$ cat src/rtl/linebuffer_frame_ctrl.sv
// Frame sequencer in front of the line-buffer core: enforces fixed line length and inter-line gaps,
// appends zero flush lines, and tags the core's operator output with window-valid and coordinates.
`timescale 1ns/1ps

module linebuffer_frame_ctrl #(
    parameter int DATA_WIDTH      = 8,
    parameter int ADDR_WIDTH      = 11,
    parameter int OPERATOR_HEIGHT = 3,
    parameter int IMG_WIDTH       = 640,
    parameter int IMG_HEIGHT      = 480,
    parameter int MIN_GAP         = 3
) (
    input  logic                  clk,
    input  logic                  rst,
    input  logic                  FrameStart,
    input  logic                  InEn,
    input  logic [DATA_WIDTH-1:0] InData,
    output logic                  InReady,
    output logic                  LbDataEn,
    output logic [DATA_WIDTH-1:0] LbPixelData,
    input  logic                  LbOperatorDataEn,
    output logic                  WinEn,
    output logic [ADDR_WIDTH-1:0] WinRow,
    output logic [ADDR_WIDTH-1:0] WinCol,
    output logic                  Busy,
    output logic                  FrameDone,
    output logic                  LineLenErr,
    output logic                  SyncErr
);

    localparam int F      = (OPERATOR_HEIGHT - 1) / 2;
    localparam int ROW_W  = $clog2(IMG_HEIGHT + 1);
    localparam int FLSH_W = $clog2(F + 1);
    localparam int GAP_W  = $clog2(MIN_GAP);

    localparam logic [ADDR_WIDTH-1:0] LAST_COL = ADDR_WIDTH'(IMG_WIDTH - 1);
    localparam logic [ROW_W-1:0]      ROWS     = ROW_W'(IMG_HEIGHT);
    localparam logic [FLSH_W-1:0]     FLUSHES  = FLSH_W'(F);
    localparam logic [GAP_W-1:0]      GAP_LAST = GAP_W'(MIN_GAP - 1);
    localparam logic [ADDR_WIDTH-1:0] WIN_ROW0 = ADDR_WIDTH'(OPERATOR_HEIGHT - 1);

    typedef enum logic [2:0] {
        S_IDLE, S_WAIT_LINE, S_LINE, S_PAD, S_GAP, S_FLUSH, S_DONE
    } state_t;

    state_t                  r_state;
    state_t                  w_next;
    logic [ADDR_WIDTH-1:0]   r_col;
    logic [ROW_W-1:0]        r_in_row;
    logic [FLSH_W-1:0]       r_flush_cnt;
    logic [GAP_W-1:0]        r_gap_cnt;
    logic [ADDR_WIDTH-1:0]   r_out_row;
    logic [ADDR_WIDTH-1:0]   r_out_col;
    logic                    r_op_en_d;
    logic                    r_lb_en;
    logic [DATA_WIDTH-1:0]   r_lb_data;
    logic                    r_len_err;
    logic                    r_sync_err;

    logic                    w_in_ready;
    logic                    w_accept;
    logic                    w_emit;
    logic [DATA_WIDTH-1:0]   w_pix;
    logic                    w_line_end;
    logic                    w_flush_end;
    logic                    w_short;
    logic                    w_busy;
    logic                    w_done;

    // State register
    always_ff @(posedge clk or posedge rst) begin
        if (rst) r_state <= S_IDLE;
        else     r_state <= w_next;
    end

    // Next-state logic
    always_comb begin
        w_next = r_state;
        case (r_state)
            S_IDLE:      if (FrameStart) w_next = S_WAIT_LINE;
            S_WAIT_LINE: if (InEn) w_next = (IMG_WIDTH == 1) ? S_GAP : S_LINE;
            S_LINE: begin
                if (r_col == LAST_COL) w_next = S_GAP;
                else if (!InEn)        w_next = S_PAD;
            end
            S_PAD:       if (r_col == LAST_COL) w_next = S_GAP;
            S_GAP: begin
                if (r_gap_cnt == GAP_LAST) begin
                    if (r_in_row != ROWS)           w_next = S_WAIT_LINE;
                    else if (r_flush_cnt != FLUSHES) w_next = S_FLUSH;
                    else                            w_next = S_DONE;
                end
            end
            S_FLUSH:     if (r_col == LAST_COL) w_next = S_GAP;
            S_DONE:      w_next = S_IDLE;
            default:     w_next = S_IDLE;
        endcase
    end

    // Output / control decode. A short line starts padding in the same cycle InEn drops,
    // so LbDataEn stays contiguous for the whole line and the core sees one unbroken run.
    always_comb begin
        w_in_ready  = (r_state == S_WAIT_LINE) || (r_state == S_LINE);
        w_accept    = w_in_ready && InEn;
        w_short     = (r_state == S_LINE) && !InEn;
        w_emit      = w_accept || w_short || (r_state == S_PAD) || (r_state == S_FLUSH);
        w_pix       = w_accept ? InData : '0;
        w_line_end  = ((r_state == S_WAIT_LINE) && InEn && (IMG_WIDTH == 1))
                   || (((r_state == S_LINE) || (r_state == S_PAD)) && (r_col == LAST_COL));
        w_flush_end = (r_state == S_FLUSH) && (r_col == LAST_COL);
        w_busy      = (r_state != S_IDLE);
        w_done      = (r_state == S_DONE);
    end

    // Input-side counters and registered line-buffer drive
    always_ff @(posedge clk or posedge rst) begin
        if (rst) begin
            r_col       <= '0;
            r_in_row    <= '0;
            r_flush_cnt <= '0;
            r_gap_cnt   <= '0;
            r_lb_en     <= 1'b0;
            r_lb_data   <= '0;
            r_len_err   <= 1'b0;
            r_sync_err  <= 1'b0;
        end else begin
            r_lb_en    <= w_emit;
            r_lb_data  <= w_pix;
            r_len_err  <= w_short;
            r_sync_err <= FrameStart && (r_state != S_IDLE);
            r_gap_cnt  <= (r_state == S_GAP) ? r_gap_cnt + 1'b1 : '0;

            if ((r_state == S_IDLE) || (r_state == S_GAP)) r_col <= '0;
            else if (w_emit)                                r_col <= r_col + 1'b1;

            if (r_state == S_IDLE)  r_in_row <= '0;
            else if (w_line_end)    r_in_row <= r_in_row + 1'b1;

            if (r_state == S_IDLE)  r_flush_cnt <= '0;
            else if (w_flush_end)   r_flush_cnt <= r_flush_cnt + 1'b1;
        end
    end

    // Output-side tagging: a falling edge of the core's enable closes one output line
    always_ff @(posedge clk or posedge rst) begin
        if (rst) begin
            r_op_en_d <= 1'b0;
            r_out_row <= '0;
            r_out_col <= '0;
        end else begin
            r_op_en_d <= LbOperatorDataEn;
            if (r_state == S_IDLE) begin
                r_out_row <= '0;
                r_out_col <= '0;
            end else if (LbOperatorDataEn) begin
                r_out_col <= r_out_col + 1'b1;
            end else if (r_op_en_d) begin
                r_out_col <= '0;
                r_out_row <= r_out_row + 1'b1;
            end
        end
    end

    assign InReady     = w_in_ready;
    assign LbDataEn    = r_lb_en;
    assign LbPixelData = r_lb_data;
    assign Busy        = w_busy;
    assign FrameDone   = w_done;
    assign LineLenErr  = r_len_err;
    assign SyncErr     = r_sync_err;
    // Rows above the first full window hold stale or partial data and are masked here
    assign WinEn       = LbOperatorDataEn && (r_out_row >= WIN_ROW0);
    assign WinRow      = r_out_row - ADDR_WIDTH'(F);
    assign WinCol      = r_out_col;

endmodule

$ cat config.mk
export PLATFORM = sky130hd
export DESIGN_NAME = linebuffer_frame_ctrl
export DESIGN_NICKNAME = d
export VERILOG_FILES = /design/src/rtl/linebuffer_frame_ctrl.sv
export SDC_FILE = /design/constraint.sdc
export NUM_CORES = 1
export LEC_CHECK = 0
export CORE_UTILIZATION = 40
export DETAILED_ROUTE_END_ITERATION = 16
export PLACE_DENSITY = 0.71
export RECOVER_POWER = 100
export SYNTH_ARGS = -nofsm -noshare
export SYNTH_HDL_FRONTEND = slang
export SYNTH_SLANG_ARGS = --single-unit
$ cat constraint.sdc
create_clock -name clk -period 2.71 [get_ports clk]
set_input_delay 0.542 -clock clk [delete_from_list [all_inputs] [get_ports clk]]
set_output_delay 0.542 -clock clk [all_outputs]
set_load 0.02 [all_outputs]
==> metrics.md, run 1 <==
| Metric | Value |
|---|---|
| Largest cells by area after synthesis | `dfrtp_1, ha_1, nand2_1` |
| Std cell rows | `31` |
| Synth top area share | `0.478` |
| Global-route met1 utilization | `0.235` |
| Post-synth top cells | `dfrtp_1, nand2_1, nor2_1` |
| Distinct cells, synth | `45` |
| Fill cells | `approximately 660` |
| Int Pwr | `2.28 mW` |
| Max cap viols | `0` |
| Yosys warns | `0` |
| CP arrival | `~2.2 ns` |
| Pleak | `approximately 1.8 nW` |
| Gate power share | `0.448` |
| Worst path slowest cell | `or4_4` |
| Setup Viol. Count Final | `0` |
| Final setup margin | `around 0.00021 ns` |
| All-Layer GR Usage | `0.176` |
| Worst min path class | `reg -> reg` |
| Skew-Pair Late Insertion Delay | `approximately 0.34 ns` |
| Syn avg cell area | `about 9.5 um2` |
| Power Density | `just over 900 nW/um2` |
| CP bufs+invs | `1` |
| Vias post-DR | `about 2,700` |
| Mux contribution to synthesized area | `0.0291` |
| Nature of the critical path endpoint | `primary output` |
| DRC viols | `0` |
| DRT Pass-1 Iters | `4` |
| Met3 Usage GRT | `0.0412` |
| Worst-path cell chain | `or4_4 > or4_1 > xnor2_1 > buf_2` |
| I/O pin cnt | `50` |
| Sequential share of power | `0.311` |
| Worst Hold Path Cells | `1` |
| WL final | `about 6.8 mm` |
| Peak supply drop | `roughly 0.50 mV` |
| Largest family of logic cells by synthesized area | `simple AND/OR/NAND/NOR gates` |
| Initial Util | `0.424` |
| Core area | `7410 um2` |
| Final Max Slew Viols | `0` |
| Chip width | `90.6 um` |
| Bufs on Longest Clock Path | `2` |
| Post-Place Worst Slack | `about 0.0049 ns` |
| Final hold violation count | `0` |
| Global Route met2 Usage | `0.275` |
| Post-synth EDFFs | `0` |
| Xor/xnor share of the synthesized area | `0.0557` |
| CTS tree | `built` |
| Placed insts | `about 480` |
| Max incr delay on CP | `~0.57 ns` |
| Final net count | `roughly 420` |
| Starting DRC count in detailed routing | `143` |
| Initial antenna violation count | `0` |
| Clk root buf | `clkbuf_8` |
| Crit share post-route | `1.00` |
| Crit start category | `register` |
| Largest net degree at the start of global routing | `36` |
| CTS clk-pin slew, worst paths | `roughly 0.070 ns` |
| CP delay by family, top | `simple AND/OR/NAND/NOR gates` |
| RD Place Congestion | `just over 0.8` |
| Final ANT Viol Nets | `0` |
| Area leader, netlist | `dfrtp_1` |
| Synth Instances | `around 330` |
| Sequential fraction of the synthesis area | `0.478` |
| Post-CTS setup buffer count | `0` |
| Die Y | `about 91 um` |
| Grt peak-use layer | `met2` |
| Mapped Area | `~3100 um2` |
| Fmax | `369 MHz` |
| Final Instance Count excl. Fillers | `around 500` |
| Outcome | `finished clean` |
| Clk pwr share | `0.241` |
| Total clock sinks | `60` |
| Post-DP HPWL | `between 4 and 5 mm` |
| Main synth FF type | `dfrtp_1` |
| Asr flop ratio synth | `1.00` |
| Relative slew slack | `0.362` |
| Critical path class | `reg -> out` |
| Area grow syn2layout | `28.8%` |
| Complex-gate fraction of the synthesized area | `0.149` |
| Reg2Reg Depth | `5` |
| GR Overflow Total | `0` |
| Cts bufs inserted | `9` |
| Simple-gate share of the synthesized area | `0.218` |
| Worst-path maximum fanout | `3` |
| CP Data Required Time | `2.17 ns` |
| Seq cells post-synth | `60` |
| Clk_skew | `roughly 0.011 ns` |
| P_sw | `1.46 mW` |
| PortBufs | `between 40 and 50` |
| Vias per inst | `5.42` |
| Avg WL per Cell | `13.6 um` |
| Vias in the first global route | `~2,600` |
| # diodes | `0` |
| Post-layout minimum cycle time | `roughly 2.7 ns` |
| Layout cell share with drive strength beyond 1 | `0.105` |
| Syn nets | `between 300 and 400` |
| Htree depth | `3` |
| Least-Margin Pin Slew | `between 0.9 and 1 ns` |
| Sw Ratio | `0.389` |
| Critical Path Stages | `4` |
| First-pass GRT wire length | `11.8 mm` |
| Adder-Cell Fraction of Synth Area | `0.0318` |
| Die area | `8220 um2` |
| Count leader, synth | `dfrtp_1` |
-- cells in the final DEF (no fill, tap or decap), types with 11 or more instances in the layout --
master / count
nand3_1: 16
inv_1: 11
nor2_1: 26
a21oi_1: 16
nand2_1: 26
clkdlybuf4s50_1: 11
dlygate4sd3_1: 32
dfrtp_1: 60
o31ai_1: 11
o21ai_0: 19
and3_1: 13
buf_4: 14
-- state kept, by name, summed over array words and instances (netlist names) --
signal / flops
r_in_row: 9
r_state: 3
r_flush_cnt: 1
r_gap_cnt: 2
r_col: 11
WinCol: 11
SyncErr: 1
LbDataEn: 1
r_op_en_d: 1
LbPixelData: 8
r_out_row: 11
LineLenErr: 1
-- metrics by stage --
stage                     setup TNS (ns)  area (um2)   util  hold slack [ns]  total power [mW]
after floorplan                        0        3140      -            0.403              2.19
after global placement                 0        3880  0.524            0.413              2.95
after detailed placement               0        3880  0.524            0.418              2.99
after CTS                        -0.0773        4110  0.555            0.433              3.87
after global routing             -0.0214        4050  0.546            0.447              3.97
final                                  0        4050  0.546            0.431              3.74
-- final cells by class --
cell class,count,area [um2],area share
multi-input combinational,239,1550,0.382
clock inverter,7,100,0.0247
sequential,60,1500,0.371
tap,99,124,0.0306
inverter,12,45.0,0.0111
clock buffer,9,124,0.0306
timing repair buffer,73,608,0.150
-- per-layer routing --
layer | share of wire | routed length, um | vias to the layer above
li1 | - | - | 1334
met1 | 0.47 | 3230 | 1303
met2 | 0.48 | 3240 | 61
met3 | 0.039 | 264 | 5
met4 | 0.011 | 72 | 0
met5 | 0 | 0 | -
-- final timing paths --
path	from	end	slack, ns
max in group asynchronous	rst	r_out_row[6]	0.50
max reg2reg	r_col[7]	r_in_row[4]	0.22
min in group asynchronous	rst	LbPixelData[5]	0.86
min reg2reg	r_gap_cnt[0]	r_gap_cnt[0]	0.43
max	r_out_row[2]	WinRow[8]	0.0002
min	r_gap_cnt[0]	r_gap_cnt[0]	0.43
-- power groups by stage --
stage | combinational (mW) | sequential, mW | clock (mW)
6_report | 1.68 | 1.16 | 0.902
5_1_grt | 1.82 | 1.18 | 0.964
4_1_cts | 1.78 | 1.16 | 0.921
3_5_place_dp | 1.81 | 1.18 | 0
3_3_place_gp | 1.78 | 1.17 | 0
2_1_floorplan | 0.982 | 1.21 | 0
-- logic make-up after synthesis --
logic type      count (synthesis)
buf+inv                        32
simple gates                  130
mux                             9
xor+xnor                       20
fa+ha+maj                       8
flops                          60
compound gates                 72
-- what timing repair did --
action	in CTS	in global routing
resized for setup	15	11
endpoints found under the setup margin	6	5
hold buffers	0	0
(Power assumes the default switching activity.)
==> run 2, diff against run 1 <==
Settings changed: CORE_MARGIN from default to 2.
==> run 2 against run 1 <==
  * Non-clock buffer count down 2
  * Design area down 0.59%
  * Clock skew about the same
  * Setup slack better by 0.080 ns
  * Fmax up 3.0%
  * Largest power group unchanged
  * Highest routed layer unchanged
==> metrics.md, run 2 (same netlist as run 1, synthesis figures left out) <==
| Metric | Value |
|---|---|
| Total clock sinks | `60 (unchanged)` |
| Std cell rows | `32 (+3.2%)` |
| Worst-path cell chain | `or4_4 > nor4_4 > buf_4 > nand2b_1 > o41a_1 > buf_6` |
| Setup Viol. Count Final | `0 (unchanged)` |
| GR Overflow Total | `0 (unchanged)` |
| All-Layer GR Usage | `0.170 (-0.00534)` |
| Worst-path maximum fanout | `3 (unchanged)` |
| Final setup margin | `0.0803 ns (+0.0801 ns)` |
| Final hold violation count | `0 (unchanged)` |
| Fill cells | `737 (+12%)` |
| Initial Util | `0.409 (-0.0154)` |
| Core area | `7690 um2 (+3.8%)` |
| Hold_ws | `0.426 ns (-0.00492 ns)` |
| Reg2Reg Depth | `4 (-1)` |
| Fmax | `380 MHz (+3.0%)` |
| Crit share post-route | `0.970 (-0.0295)` |
| Commonest non-fill, non-tap cells in the layout | `dfrtp_1, dlygate4sd3_1, nor2_1, nand2_1, o21ai_0` |
| Nature of the critical path endpoint | `primary output` |
| WL final | `6.84 mm (+0.60%)` |
| Crit start category | `register` |
| Worst hold endpoint | `r_gap_cnt[0]` |
| Core Util, Final | `0.523 (-0.0229)` |
| Critical path class | `reg -> out` |
| Cts bufs inserted | `9 (unchanged)` |
| Pleak | `1.83 nW (-0.64%)` |
| Post-DP HPWL | `4.87 mm (+2.6%)` |
| CP bufs+invs | `2 (+1)` |
| Die Y | `92.6 um (+2.2%)` |
| CTS tree | `built` |
| Peak supply drop | `0.362 mV (-27%)` |
| Vias in the first global route | `2,585 (-1.8%)` |
| Power Density | `902 nW/um2 (-2.3%)` |
| Reg2reg start | `r_col[7]` |
| Cts hold-fix bufs | `0 (unchanged)` |
| Final Instance Count excl. Fillers | `500 (+0.20%)` |
| Avg WL per Cell | `13.7 um (+0.40%)` |
| # diodes | `0 (unchanged)` |
| Final Max Slew Viols | `0 (unchanged)` |
| Layout cell share with drive strength beyond 1 | `0.106 (+0.000528)` |
| Reg area | `1500 um2 (about the same)` |
| Final ANT Viol Nets | `0 (unchanged)` |
| R2r setup slk | `0.25 ns (+0.03 ns)` |
| CTS clk-pin slew, worst paths | `0.07 ns (about the same)` |
| Final net count | `414 (-0.48%)` |
| Placed insts | `483 (unchanged)` |
| RSZ-0062 raised after global routing | `true` |
| CP Data Required Time | `2.17 ns (about the same)` |
| CP delay by family, top | `simple AND/OR/NAND/NOR gates` |
| I/O pin cnt | `50 (unchanged)` |
| Max cap viols | `0 (unchanged)` |
| Clk_skew | `0.0106 ns (-0.000189 ns)` |
| First-pass GRT wire length | `11.8 mm (+0.23%)` |
| Post-layout minimum cycle time | `2.63 ns (-0.0801 ns)` |
| Starting DRC count in detailed routing | `155 (+8.4%)` |
| Worst reg2reg path endpoint | `r_in_row[5]` |
| CP arrival | `2.09 ns (-0.08 ns)` |
| Final Cell Area | `4020 um2 (-0.59%)` |
| Min-delay src | `r_gap_cnt[0]` |
| Initial antenna violation count | `0 (unchanged)` |
| Worst min path class | `reg -> reg` |
| Worst Hold Path Cells | `1 (unchanged)` |
| Largest net degree at the start of global routing | `25 (-31%)` |
| Chip width | `92.6 um (+2.2%)` |
| Area grow syn2layout | `28.0%` |
| DRC viols | `0 (unchanged)` |
| Post-Place Worst Slack | `0.0150 ns (+0.0101 ns)` |
| Most common cell after layout, fill and taps aside | `dfrtp_1` |
| RD Place Congestion | `0.810 (-1.1%)` |
| PortBufs | `49 (unchanged)` |
| Overall Power | `3.63 mW (-2.9%)` |
| Outcome | `finished clean` |
| Vias per inst | `5.47 (+1.0%)` |
| DRT Pass-1 Iters | `4 (unchanged)` |
| Bufs on Longest Clock Path | `2 (unchanged)` |
| Relative slew slack | `0.132 (-0.229)` |
| Clk root buf | `clkbuf_8` |
| Least-Margin Pin Slew | `1.29 ns (+0.334 ns)` |
| Worst path slowest cell | `or4_4` |
| Vias post-DR | `2,736 (+1.2%)` |
| Skew-Pair Late Insertion Delay | `0.34 ns (about the same)` |
| Setup TNS | `0 ns (unchanged)` |
| Placed cell area | `3850 um2 (-0.81%)` |
| Htree depth | `3 (unchanged)` |
| Multi-input gate area | `1540 um2 (-0.40%)` |
| Die area | `8580 um2 (+4.5%)` |
| Max incr delay on CP | `0.57 ns (about the same)` |
-- run 2: changes by cell type in the layout (fill, tap and decap cells not counted), sizes merged --
cell           before  now
inv                12   13
bufinv              2    1
clkbuf             22   20
buf                16   15
clkdlybuf4s15       0    1
-- run 2: final cells by class --
| cell class | instances | share of cell area |
|---|---|---|
| multi-input combinational | 239 | 0.382 |
| sequential | 60 | 0.373 |
| timing repair buffer | 71 | 0.152 |
| tap | 102 | 0.0317 |
| clock buffer | 9 | 0.0308 |
| clock inverter | 7 | 0.0187 |
| inverter | 12 | 0.0112 |
-- run 2: where the power goes --
| part | switching [mW] | leakage, nW | internal, mW |
|---|---|---|---|
| Combinational | 0.916 | 0.931 | 0.731 |
| Sequential | 0.147 | 0.804 | 1.04 |
| Clock | 0.372 | 0.0923 | 0.428 |
-- run 2: worst max-delay path by stage --
stage,from,to,slack [ns],depth (start not counted)
2_1_floorplan,r_out_row[2],WinRow[10],0.22,5
3_3_place_gp,r_out_row[2],WinEn,0.006,6
3_5_place_dp,r_out_row[2],WinRow[10],0.01,6
4_1_cts,r_out_row[2],WinRow[10],-0.09,6
5_1_grt,r_out_row[5],WinEn,-0.009,6
6_report,r_out_row[5],WinEn,0.08,6
-- run 2: metal layers --
| metal | wire length, um | vias to the layer above | global-route usage |
|---|---|---|---|
| met5 | 0 | - | 0 |
| met4 | 52 | 0 | 0.0564 |
| met3 | 336 | 4 | 0.0513 |
| met2 | 3220 | 77 | 0.261 |
| met1 | 3240 | 1327 | 0.232 |
| li1 | - | 1328 | - |
-- run 2: what timing repair did --
action,in CTS,in global routing
setup endpoints to repair,6,6
buffers inserted,0,1
pin swaps,1,2
resized for setup,17,10
==> run 3, diff against run 2 <==
Settings changed: ABC_AREA from default to 1, PLACE_DENSITY 0.71 to default.
Clock period 2.71 ns to 2.6 ns, I/O delays scaled along.
==> run 3 against run 2 <==
  * Highest routed layer unchanged
  * Clock-buffer cell count up 2
  * Global-route usage up 0.65 points
  * Largest cell class unchanged
  * Total power up 9.4%
  * Via count up 18%
  * Combinational power up 8%
==> metrics.md, run 3 <==
| Metric | Value |
|---|---|
| Mux contribution to synthesized area | `0 (-0.0291)` |
| Post-DP HPWL | `5.95 mm (+22%)` |
| Placed cell area | `4150 um2 (+7.8%)` |
| Area grow syn2layout | `22.5%` |
| Asr flop ratio synth | `1.00 (unchanged)` |
| Most common cell after layout, fill and taps aside | `nand2_1` |
| Syn nets | `496 (+41%)` |
| Met3 Usage GRT | `0.0415 (-0.00974)` |
| Largest net degree at the start of global routing | `33 (+32%)` |
| RD Place Congestion | `0.851 (+5.0%)` |
| Overall Power | `3.97 mW (+9.4%)` |
| Core Util, Final | `0.499 (-0.0249)` |
| Worst-path cell chain | `inv_1 > ha_1 > nand2_1 > nor2_2 > nor2_1 > a31oi_1 > dlygate4sd2_1` |
| Reg2reg start | `r_state[0]` |
| P_sw | `1.68 mW (+17%)` |
| Final Max Slew Viols | `0 (unchanged)` |
| Placed insts | `633 (+31%)` |
| Yosys warns | `0 (unchanged)` |
| Complex-gate fraction of the synthesized area | `0.0836 (-0.0653)` |
| Worst reg2reg path endpoint | `r_out_row[4]` |
| Distinct cells, synth | `30 (-33%)` |
| Mapped Area | `3520 um2 (+12%)` |
| Skew-Pair Late Insertion Delay | `0.34 ns (about the same)` |
| Max incr delay on CP | `0.42 ns (-0.15 ns)` |
| Initial Util | `0.407 (-0.00173)` |
| R2r setup slk | `0.47 ns (+0.22 ns)` |
| Area leader, netlist | `dfrtp_1` |
| Setup Viol. Count Final | `0 (unchanged)` |
| Commonest non-fill, non-tap cells in the layout | `nand2_1, inv_1, dfrtp_1, nor2_1, nand3_1` |
| First-pass GRT wire length | `14.1 mm (+19%)` |
| Vias per inst | `4.98 (-8.9%)` |
| Avg WL per Cell | `12.4 um (-9.1%)` |
| Post-synth top cells | `nand2_1, inv_1, dfrtp_1` |
| Worst-path maximum fanout | `4 (+1)` |
| Cts repair resizes | `6 (-11)` |
| Final hold violation count | `0 (unchanged)` |
| Xor/xnor share of the synthesized area | `0.0224 (-0.0333)` |
| Largest family of logic cells by synthesized area | `simple AND/OR/NAND/NOR gates` |
| DRC viols | `0 (unchanged)` |
| Least-Margin Pin Slew | `1.46 ns (+0.166 ns)` |
| Post-layout minimum cycle time | `roughly 2.5 ns` |
| Vias in the first global route | `3,071 (+19%)` |
| CTS tree | `built` |
| Relative slew slack | `0.0291 (-0.103)` |
| Std cell rows | `34 (+6.3%)` |
| Cts bufs inserted | `9 (unchanged)` |
| Die area | `9560 um2 (+11%)` |
| Global Route met2 Usage | `0.288 (+0.0271)` |
| Crit share post-route | `0.949` |
| CP Data Required Time | `2.08 ns (-0.09 ns)` |
| RSZ-0062 raised after global routing | `false` |
| Final Cell Area | `4310 um2 (+7.0%)` |
| Seq cells post-synth | `60 (unchanged)` |
| Adder-Cell Fraction of Synth Area | `0.0285 (-0.00338)` |
| Final setup margin | `0.133 ns (+0.0529 ns)` |
| Outcome | `finished clean` |
| Peak supply drop | `0.573 mV (+58%)` |
| Sequential share of power | `0.299 (-0.027)` |
| Power Density | `923 nW/um2 (+2.3%)` |
| I/O pin cnt | `50 (unchanged)` |
| Count leader, synth | `nand2_1` |
| Fmax | `about 400 MHz` |
| Nature of the critical path endpoint | `primary output` |
| Post-CTS setup buffer count | `0 (unchanged)` |
| Critical path class | `reg -> out` |
| Htree depth | `3 (unchanged)` |
| CTS clk-pin slew, worst paths | `0.07 ns (about the same)` |
| Largest cells by area after synthesis | `dfrtp_1, nand2_1, inv_1` |
| Worst setup path start | `r_out_row[1]` |
| Grt peak-use layer | `met2` |
| Core area | `8640 um2 (+12%)` |
| Layout cell share with drive strength beyond 1 | `0.0702 (-0.0353)` |
| CP arrival | `1.95 ns (-0.14 ns)` |
| Worst min path class | `reg -> reg` |
| Fill cells | `891 (+21%)` |
| Pleak | `2.15 nW (+18%)` |
| Reg2Reg Depth | `7 (+3)` |
| All-Layer GR Usage | `0.177 (+0.00649)` |
| Crit start category | `register` |
| PortBufs | `49 (unchanged)` |
| Worst path slowest cell | `dfrtp_1` |
| End of the critical path | `WinRow[6]` |
| Hold_ws | `0.423 ns (-0.00328 ns)` |
| Setup TNS | `0 ns (unchanged)` |
| Die Y | `97.8 um (+5.5%)` |
| Final net count | `557 (+35%)` |
| Post-synth EDFFs | `0 (unchanged)` |
| Simple-gate share of the synthesized area | `0.348 (+0.130)` |
| Synth Instances | `475 (+44%)` |
| Cts hold-fix bufs | `0 (unchanged)` |
| Final ANT Viol Nets | `0 (unchanged)` |
| Gate power share | `0.448 (-0.005)` |
| Syn avg cell area | `7.40 um2 (-22%)` |
| Clk_skew | `0.00963 ns (-0.000985 ns)` |
| DRT Pass-1 Iters | `4 (unchanged)` |
| Sequential fraction of the synthesis area | `0.427 (-0.0507)` |
| Starting DRC count in detailed routing | `106 (-32%)` |
| Clk pwr share | `0.253 (+0.033)` |
| Post-Place Worst Slack | `0.0845 ns (+0.0696 ns)` |
| Main synth FF type | `dfrtp_1` |
| Global-route met1 utilization | `0.241 (+0.00892)` |
| Bufs on Longest Clock Path | `2 (unchanged)` |
| Vias post-DR | `3,235 (+18%)` |
| Sw Ratio | `0.422 (+0.0267)` |
| Synth top area share | `0.427 (-0.0507)` |
| Chip width | `97.8 um (+5.5%)` |
| Total clock sinks | `60 (unchanged)` |
| Max cap viols | `0 (unchanged)` |
| WL final | `8.08 mm (+18%)` |
| Final Instance Count excl. Fillers | `649 (+30%)` |
| Initial antenna violation count | `0 (unchanged)` |
| Clk root buf | `clkbuf_8` |
| GR Overflow Total | `0 (unchanged)` |
| Int Pwr | `2.30 mW (+4.6%)` |
| # diodes | `0 (unchanged)` |
run 3: cell count changes in the layout (fill, tap and decap cells not counted), sizes merged, moves of 13 or more:
cell,change
inv,+62
o21ai,+16
nor2,+28
nand2,+91
buf,-13
nand4,+13
nand3,+38
run 3: metal layers:
| layer | wire [um] | vias to the layer above |
|---|---|---|
| li1 | - | 1657 |
| met1 | 3990 | 1521 |
| met2 | 3710 | 49 |
| met3 | 284 | 8 |
| met4 | 97 | 0 |
| met5 | 0 | - |
run 3: worst min path at each step:
stage / end / from / slack [ns] / depth (start not counted)
5_1_grt: r_gap_cnt[0] / r_gap_cnt[0] / 0.45 / 1
6_report: r_gap_cnt[0] / r_gap_cnt[0] / 0.42 / 1
3_5_place_dp: r_gap_cnt[0] / r_gap_cnt[0] / 0.42 / 1
2_1_floorplan: r_gap_cnt[0] / r_gap_cnt[0] / 0.40 / 1
3_3_place_gp: r_gap_cnt[0] / r_gap_cnt[0] / 0.41 / 1
4_1_cts: r_gap_cnt[0] / r_gap_cnt[0] / 0.42 / 1
run 3: layout make-up:
class                   count  area (um2)  share of cell area
clock inverters             5         100              0.0232
clock buffers              11         131              0.0305
well taps                 108         135              0.0314
repair buffers             55         489               0.114
multi-input cells         335        1670               0.387
flip-flops and latches     60        1500               0.349
inverters                  75         282              0.0654
run 3: power groups by stage:
stage	clock, mW	sequential, mW	combinational, mW
detailed placement	0	1.21	1.98
finish	1.00	1.19	1.78
floorplan	0	1.26	1.22
global route	1.07	1.21	1.97
global placement	0	1.21	1.97
CTS	1.03	1.20	1.96
run 3: cells by family (layout without fill, tap and decap cells):
logic type	Yosys count	after routing
AND/OR/NAND/NOR	264	264
buffers and inverters	80	146
flip-flops	60	60
AO/OA/AOI/OAI	54	54
XOR/XNOR	9	9
adder cells (fa/ha/maj)	8	8
run 3: worst max-delay path: cells and delay by family (launching register included):
family | cells | cell delay (ns)
buf+inv | 2 | 0.48
flops | 1 | 0.42
simple gates | 3 | 0.35
fa+ha+maj | 1 | 0.20
compound gates | 1 | 0.16
